### src/rtl/vfb_triple_sched.sv
// ---------------------------------------------------------------------------
// vfb_triple_sched
//
// Triple-buffer frame scheduler for the DDR3 video frame store. Tracks which
// of three frame buffers is being written, which is being displayed and which
// holds the newest complete frame. It hands fresh base addresses to the write
// and read DMA channels on every input / output vsync.
//
// Ports
//   clk          scheduler clock (memory-side user clock)
//   rst_n        asynchronous active-low reset
//   enable       run control; while low the scheduler holds its reset state
//   wr_vs        input-side vsync (asynchronous)
//   rd_vs        output-side vsync (asynchronous)
//   wr_base      write-channel base address
//   rd_base      read-channel base address
//   wr_start     one-cycle pulse, wr_base (re)issued
//   rd_start     one-cycle pulse, rd_base (re)issued
//   ready_valid  a complete, not yet displayed frame is waiting
//   frame_cnt    completed input frames (saturating)
//   drop_cnt     completed frames overwritten before display (saturating)
//   repeat_cnt   output frames that re-showed the previous buffer (saturating)
//
// CNT_W sets the statistics counter width; it defaults to 16.
// ---------------------------------------------------------------------------

// Vsync synchronizer plus registered edge detector. Produces a one-cycle
// event two cycles after the new level is first sampled.
module vfb_vs_edge #(
  parameter logic VS_POL = 1'b1
) (
  input  logic clk,
  input  logic rst_n,
  input  logic vs_i,
  output logic ev_o
);

  logic meta_q;
  logic sync_q;
  logic lvl_dly_q;
  logic lvl;

  // Polarity-normalised level: 1 means "vsync active".
  assign lvl = VS_POL ? sync_q : ~sync_q;

  // Synchronizer resets to the inactive level so no edge is seen at release.
  always_ff @(posedge clk or negedge rst_n) begin
    if (!rst_n) begin
      meta_q    <= ~VS_POL;
      sync_q    <= ~VS_POL;
      lvl_dly_q <= 1'b0;
    end else begin
      meta_q    <= vs_i;
      sync_q    <= meta_q;
      lvl_dly_q <= lvl;
    end
  end

  assign ev_o = lvl & ~lvl_dly_q;

endmodule


module vfb_triple_sched #(
  parameter int                ADDR_W       = 28,
  parameter logic [ADDR_W-1:0] BASE_ADDR    = 28'h000_0000,
  parameter logic [ADDR_W-1:0] FRAME_STRIDE = 28'h020_0000,
  parameter logic              VS_POL       = 1'b1,
  parameter int                CNT_W        = 16
) (
  input  logic              clk,
  input  logic              rst_n,
  input  logic              enable,
  input  logic              wr_vs,
  input  logic              rd_vs,
  output logic [ADDR_W-1:0] wr_base,
  output logic [ADDR_W-1:0] rd_base,
  output logic              wr_start,
  output logic              rd_start,
  output logic              ready_valid,
  output logic [CNT_W-1:0]  frame_cnt,
  output logic [CNT_W-1:0]  drop_cnt,
  output logic [CNT_W-1:0]  repeat_cnt
);

  localparam logic [ADDR_W-1:0] BASE0 = BASE_ADDR;
  localparam logic [ADDR_W-1:0] BASE1 = BASE_ADDR + FRAME_STRIDE;
  localparam logic [ADDR_W-1:0] BASE2 = BASE_ADDR + FRAME_STRIDE + FRAME_STRIDE;

  localparam logic [1:0]       WR_IDX_RST = 2'd0;
  localparam logic [1:0]       RD_IDX_RST = 2'd1;
  localparam logic [1:0]       RY_IDX_RST = 2'd2;
  localparam logic [CNT_W-1:0] CNT_ONE    = {{(CNT_W-1){1'b0}}, 1'b1};

  // Base address as a three-way constant mux; no multiplier needed.
  function automatic logic [ADDR_W-1:0] base_of(input logic [1:0] idx);
    case (idx)
      2'd1:    return BASE1;
      2'd2:    return BASE2;
      default: return BASE0;
    endcase
  endfunction

  function automatic logic [CNT_W-1:0] sat_inc(input logic [CNT_W-1:0] v);
    return (&v) ? v : v + CNT_ONE;
  endfunction

  // -------------------------------------------------------------------------
  // Vsync event generation
  // -------------------------------------------------------------------------
  logic wr_ev;
  logic rd_ev;

  vfb_vs_edge #(.VS_POL(VS_POL)) u_wr_edge (
    .clk   (clk),
    .rst_n (rst_n),
    .vs_i  (wr_vs),
    .ev_o  (wr_ev)
  );

  vfb_vs_edge #(.VS_POL(VS_POL)) u_rd_edge (
    .clk   (clk),
    .rst_n (rst_n),
    .vs_i  (rd_vs),
    .ev_o  (rd_ev)
  );

  // -------------------------------------------------------------------------
  // Scheduler state
  // -------------------------------------------------------------------------
  logic [1:0]       wr_idx_q,    wr_idx_d;
  logic [1:0]       rd_idx_q,    rd_idx_d;
  logic [1:0]       rdy_idx_q,   rdy_idx_d;
  logic             rdy_vld_q,   rdy_vld_d;
  logic             wr_active_q, wr_active_d;
  logic             wr_start_q,  wr_start_d;
  logic             rd_start_q,  rd_start_d;
  logic [CNT_W-1:0] frame_cnt_q, frame_cnt_d;
  logic [CNT_W-1:0] drop_cnt_q,  drop_cnt_d;
  logic [CNT_W-1:0] rep_cnt_q,   rep_cnt_d;

  logic             wr_take;
  logic [1:0]       wr_free_idx;

  // The buffer that is neither being written nor displayed. Indices are
  // always a permutation subset of {0,1,2}, so this fits in two bits.
  assign wr_free_idx = 2'd3 - wr_idx_q - rd_idx_q;

  always_comb begin
    wr_idx_d    = wr_idx_q;
    rd_idx_d    = rd_idx_q;
    rdy_idx_d   = rdy_idx_q;
    rdy_vld_d   = rdy_vld_q;
    wr_active_d = wr_active_q;
    wr_start_d  = 1'b0;
    rd_start_d  = 1'b0;
    frame_cnt_d = frame_cnt_q;
    drop_cnt_d  = drop_cnt_q;
    rep_cnt_d   = rep_cnt_q;
    wr_take     = 1'b0;

    if (!enable) begin
      wr_idx_d    = WR_IDX_RST;
      rd_idx_d    = RD_IDX_RST;
      rdy_idx_d   = RY_IDX_RST;
      rdy_vld_d   = 1'b0;
      wr_active_d = 1'b0;
      frame_cnt_d = '0;
      drop_cnt_d  = '0;
      rep_cnt_d   = '0;
    end else begin
      wr_take = wr_ev & wr_active_q;

      // The first edge after enable only closes a partial frame.
      if (wr_ev && !wr_active_q) begin
        wr_active_d = 1'b1;
        wr_start_d  = 1'b1;
      end

      if (wr_take) begin
        if (rdy_vld_q) begin
          drop_cnt_d = sat_inc(drop_cnt_q);
        end
        rdy_idx_d   = wr_idx_q;
        rdy_vld_d   = 1'b1;
        frame_cnt_d = sat_inc(frame_cnt_q);
        wr_idx_d    = wr_free_idx;
        wr_start_d  = 1'b1;
      end

      if (rd_ev) begin
        rd_start_d = 1'b1;
        if (wr_take) begin
          // Coincident events: the reader takes the frame just completed.
          rd_idx_d  = wr_idx_q;
          rdy_vld_d = 1'b0;
        end else if (rdy_vld_q) begin
          rd_idx_d  = rdy_idx_q;
          rdy_vld_d = 1'b0;
        end else begin
          rep_cnt_d = sat_inc(rep_cnt_q);
        end
      end
    end
  end

  always_ff @(posedge clk or negedge rst_n) begin
    if (!rst_n) begin
      wr_idx_q    <= WR_IDX_RST;
      rd_idx_q    <= RD_IDX_RST;
      rdy_idx_q   <= RY_IDX_RST;
      rdy_vld_q   <= 1'b0;
      wr_active_q <= 1'b0;
      wr_start_q  <= 1'b0;
      rd_start_q  <= 1'b0;
      frame_cnt_q <= '0;
      drop_cnt_q  <= '0;
      rep_cnt_q   <= '0;
    end else begin
      wr_idx_q    <= wr_idx_d;
      rd_idx_q    <= rd_idx_d;
      rdy_idx_q   <= rdy_idx_d;
      rdy_vld_q   <= rdy_vld_d;
      wr_active_q <= wr_active_d;
      wr_start_q  <= wr_start_d;
      rd_start_q  <= rd_start_d;
      frame_cnt_q <= frame_cnt_d;
      drop_cnt_q  <= drop_cnt_d;
      rep_cnt_q   <= rep_cnt_d;
    end
  end

  // Indices only move together with their start pulse, so decoding the base
  // straight from the index register keeps the bases stable between pulses.
  assign wr_base     = base_of(wr_idx_q);
  assign rd_base     = base_of(rd_idx_q);
  assign wr_start    = wr_start_q;
  assign rd_start    = rd_start_q;
  assign ready_valid = rdy_vld_q;
  assign frame_cnt   = frame_cnt_q;
  assign drop_cnt    = drop_cnt_q;
  assign repeat_cnt  = rep_cnt_q;

  a_wr_rd_distinct : assert property (@(posedge clk) disable iff (!rst_n)
    wr_idx_q != rd_idx_q);

  a_ready_distinct : assert property (@(posedge clk) disable iff (!rst_n)
    rdy_vld_q |-> (rdy_idx_q != wr_idx_q && rdy_idx_q != rd_idx_q));

endmodule
### config.mk
export PLATFORM = sky130hd
export DESIGN_NAME = vfb_triple_sched
export DESIGN_NICKNAME = d
export VERILOG_FILES = /design/src/rtl/vfb_triple_sched.sv
export SDC_FILE = /design/constraint.sdc
export NUM_CORES = 1
export LEC_CHECK = 0
export ABC_CLOCK_PERIOD_IN_PS = 2100
export BUFFER_PORTS_ARGS = -buffer_cell sky130_fd_sc_hd__buf_2
export CAP_MARGIN = 20
export CELL_PAD_IN_SITES_DETAIL_PLACEMENT = 0
export CELL_PAD_IN_SITES_GLOBAL_PLACEMENT = 1
export CORE_MARGIN = 2
export CORE_UTILIZATION = 38
export CTS_CLUSTER_DIAMETER = 120
export DETAILED_ROUTE_END_ITERATION = 7
export PLACE_DENSITY_LB_ADDON = 0.3
export SETUP_SLACK_MARGIN = 0.5
export SLEW_MARGIN = 20
export SYNTH_ARGS = -nofsm -noshare
export SYNTH_HDL_FRONTEND = slang
export SYNTH_SLANG_ARGS = --single-unit
### constraint.sdc
create_clock -name clk -period 2.1 [get_ports clk]
set_input_delay 0.21 -clock clk [delete_from_list [all_inputs] [get_ports clk]]
set_output_delay 0.21 -clock clk [all_outputs]
set_load 0.005 [all_outputs]
==> qor.csv <==
stage;metric;value;unit
status;status;finished clean;
cts;cts.reportedPaths.clkPinSlew;0.07;ns
floorplan;core_area;9240;um^2
floorplan;fp.dieW;102;um
setup_path;crit_path_max_fanout;8;
cells_and_area;proportion_of_layout_cells_with_a_drive_suffix_above_1;40.2;%
grt;grt_util_met3;4.69;%
placement;gp_routability_congestion;0.791;
grt;largest_net_degree_at_the_start_of_global_routing;44;
setup_path;critical_path.startpoint_type;register;
drt;finalWirelength;8350;um
cts;clk_root_buffer_cell;sky130_fd_sc_hd__clkbuf_8;
grt;grt_busiest_layer;met2;
yosys;yosysSeqAreaShare;44.2;%
drt;antenna_violating_nets_post_route;0;
yosys;yosys.area.top_type_share;42.8;%
setup_path;arrival;1.96;ns
floorplan;floorplan.initialDensity;39.2;%
grt;grtUsageMet2;27.1;%
run;cap_viol_max_count;0;
yosys;yosys_warnings;0;
placement;detailedPlacementHpwl;5360;um
yosys;synth_top_cells_by_count;sky130_fd_sc_hd__dfrtp_1, sky130_fd_sc_hd__buf_4, sky130_fd_sc_hd__nor2_1, sky130_fd_sc_hd__xnor2_1, sky130_fd_sc_hd__nand2_1;
drt;drc;0;
yosys;synth_enable_flop_cells;0;
drt;drt-wirelength-per-cell;13.4;um
drt;first_iter_violations;73;
timing;worst_slew_margin_relative_to_its_limit;63.3;%
cells_and_area;finish.net_count;500;
timing;final-setup-viol-count;0;
cts;worst_skew_pair.late_latency;0.33;ns
timing;period_needed;1.75;ns
grt;number_of_antenna_violations_at_the_first_check_in_global_routing;0;
yosys;number_of_instances_in_the_synthesized_netlist;382;
yosys;syn-cell-area;3630;um^2
power;vdd.ir_drop.worst;0.403;mV
yosys;ys_async_sr_fraction;100;%
drt;drt_pass_1_iters;5;
drt;detailed_route_via_count;2993;
timing;timing.clock.skew;0.00747;ns
setup_path;critPathRequiredTime;2.31;ns
cts;cts_max_level;3;
timing;rsz0062_at_grt;true;
yosys;yosysMostFrequentCell;sky130_fd_sc_hd__dfrtp_1;
timing;layout_worst_path_cycle_share;83.5;%
floorplan;placement_rows;35;
setup_path;timing.reg2reg.setup_slack;0.35;ns
placement;placement.io_buffers;59;
timing;worst_pin_slew;0.550;ns
cts;tritoncts;built;
grt;grt_pass1_wl;13400;um
timing;tns;0;ns
placement;dpl_cell_area;3990;um^2
yosys;synth.area.top_cells;sky130_fd_sc_hd__dfrtp_1, sky130_fd_sc_hd__buf_4, sky130_fd_sc_hd__xnor2_1, sky130_fd_sc_hd__nand4_1, sky130_fd_sc_hd__nor2_1;
power;power.density;508;nW/um^2
yosys;ys_seq_elements;64;
timing;fmax;570;MHz
timing;timing.final.max_slew_violations;0;
cells_and_area;antenna_cells;0;
timing;hold-worst-slack;0.268;ns
grt;number_of_global_route_vias_before_repair;2843;
placement;place_inst;569;
floorplan;fp.dieH;102;um
grt;gr-usage-all-layers;16.4;%
timing;timing_hold_violations_final;0;
cts;clock_tree.buffer_depth;2;
yosys;synth_area_leader_cell;sky130_fd_sc_hd__dfrtp_1;
cells_and_area;final_design_area_no_fill;4810;um^2
drt;post_drt_via_cell_ratio;4.80;
cts;tritoncts_sink_count;64;
yosys;synth_unique_cells;45;
power;power.leakage;2.21;nW
setup_path;path_class;register to register;
floorplan;die_area;10300;um^2
cts;cts-buffers-inserted;9;
yosys;commonest_register_cell_after_synthesis;sky130_fd_sc_hd__dfrtp_1;
setup_path;worst_setup_end_kind;register;
cells_and_area;synthToLayoutAreaGrowth;32.6;%
cells_and_area;final_cells;624;
yosys;syn_area_per_cell;9.49;um^2
grt;grtUsageMet1;21.1;%
floorplan;io_pins;112;
grt;sum_of_overflow_across_all_layers_after_global_routing;0;
hold_path;min_path_type;input pin to register;
-- what timing repair did --
| item | 4_1_cts | 5_1_grt |
|---|---|---|
| buffers inserted | 19 | 18 |
| hold endpoints to repair | 23 | 0 |
| hold buffers | 3 | 0 |
| endpoints found under the setup margin | 36 | 44 |
| resized for setup | 21 | 54 |
| pin swaps | 9 | 22 |
-- kinds of logic (layout without fill, tap and decap cells) --
logic type,Yosys count,after routing,share of synthesized area [%]
compound gates,47,47,8.42
xor+xnor,40,40,9.66
fa+ha+maj,4,4,1.38
buf+inv,74,136,13.7
flops,64,64,44.2
mux,1,1,0.276
other cells,1,52,0.103
simple gates,151,151,22.2
-- path summary, 6_finish.rpt --
path,startpoint,end,depth (start not counted)
max in group asynchronous,rst_n,rd_idx_q[0],3
min in group asynchronous,rst_n,drop_cnt[13],2
worst max register to register,frame_cnt[9],frame_cnt[1],5
worst min register to register,u_wr_edge.meta_q,u_wr_edge.lvl,0
worst min-delay path,enable,frame_cnt[15],4
worst max-delay path,frame_cnt[9],frame_cnt[1],5
-- registers in the layout, summed over array words and instances, names as in the netlist --
name                 cells
repeat_cnt              16
u_wr_edge.lvl            1
rd_idx_q                 2
frame_cnt               16
drop_cnt                16
rdy_idx_q                2
wr_idx_q                 2
u_rd_edge.meta_q         1
wr_active_q              1
wr_start                 1
rd_start                 1
u_wr_edge.meta_q         1
u_wr_edge.lvl_dly_q      1
ready_valid              1
u_rd_edge.lvl_dly_q      1
u_rd_edge.lvl            1
-- layout by cell type, fill, tap and decap left out, types with 3 or more instances in the layout --
| cell | Yosys | layout |
|---|---|---|
| sky130_fd_sc_hd__xor2_1 | 11 | 11 |
| sky130_fd_sc_hd__nor4_2 | 0 | 3 |
| sky130_fd_sc_hd__and3_1 | 5 | 4 |
| sky130_fd_sc_hd__nor2b_1 | 6 | 6 |
| sky130_fd_sc_hd__nor3_2 | 0 | 7 |
| sky130_fd_sc_hd__dfrtp_1 | 62 | 44 |
| sky130_fd_sc_hd__dfrtp_2 | 0 | 18 |
| sky130_fd_sc_hd__inv_1 | 10 | 10 |
| sky130_fd_sc_hd__buf_4 | 52 | 43 |
| sky130_fd_sc_hd__o21ai_0 | 19 | 18 |
| sky130_fd_sc_hd__xnor2_1 | 29 | 29 |
| sky130_fd_sc_hd__clkbuf_8 | 0 | 10 |
| sky130_fd_sc_hd__nand3_4 | 0 | 3 |
| sky130_fd_sc_hd__nor4_4 | 0 | 9 |
| sky130_fd_sc_hd__nand4_1 | 20 | 20 |
| sky130_fd_sc_hd__buf_2 | 1 | 59 |
| sky130_fd_sc_hd__o21ai_2 | 10 | 10 |
| sky130_fd_sc_hd__nor3_4 | 0 | 4 |
| sky130_fd_sc_hd__nor3_1 | 18 | 7 |
| sky130_fd_sc_hd__nor2_1 | 29 | 26 |
| sky130_fd_sc_hd__or3_1 | 3 | 3 |
| sky130_fd_sc_hd__nand2_1 | 25 | 23 |
| sky130_fd_sc_hd__clkinv_2 | 0 | 3 |
| sky130_fd_sc_hd__nand3_1 | 17 | 13 |
| sky130_fd_sc_hd__buf_6 | 1 | 4 |
| sky130_fd_sc_hd__a21oi_1 | 10 | 10 |
| sky130_fd_sc_hd__dlygate4sd3_1 | 0 | 3 |
| sky130_fd_sc_hd__conb_1 | 1 | 52 |
-- worst max-delay path, stage by stage, from the launching register on --
cell and delay, ns:
sky130_fd_sc_hd__dfrtp_1 0.38, sky130_fd_sc_hd__nand2_2 0.07, sky130_fd_sc_hd__or3_4 0.39, sky130_fd_sc_hd__or4_4 0.57, sky130_fd_sc_hd__nand4_1 0.14, sky130_fd_sc_hd__o211ai_2 0.08
-- layout make-up --
| type | count | area, um^2 |
|---|---|---|
| Fill cell | 862 | 4430 |
| Clock buffer | 11 | 141 |
| Timing Repair Buffer | 111 | 733 |
| Inverter | 10 | 37.5 |
| Sequential cell | 64 | 1630 |
| Clock inverter | 4 | 45.0 |
| Multi-Input combinational cell | 295 | 2060 |
| Tap cell | 129 | 161 |
-- report_power, final --
part	internal, mW	leakage, nW	switching (mW)
Combinational	0.0461	1.27	0.0979
Sequential	1.25	0.840	0.0136
Clock	0.569	0.0989	0.469
-- through the flow --
step	power [mW]	utilization, %	setup WS, ns
after floorplan	1.42	-	0.270
after global placement	1.41	43.1	0.168
after global routing	2.57	52.0	0.273
after CTS	2.47	48.3	0.346
final	2.44	52.0	0.346
after detailed placement	1.41	43.1	0.141
-- metal layers --
layer	up-vias	share of wire (%)
met5	-	0
met1	1469	44
met2	73	50
li1	1447	-
met4	0	0.63
met3	4	5.2
Power figures use the tool's default switching activity.
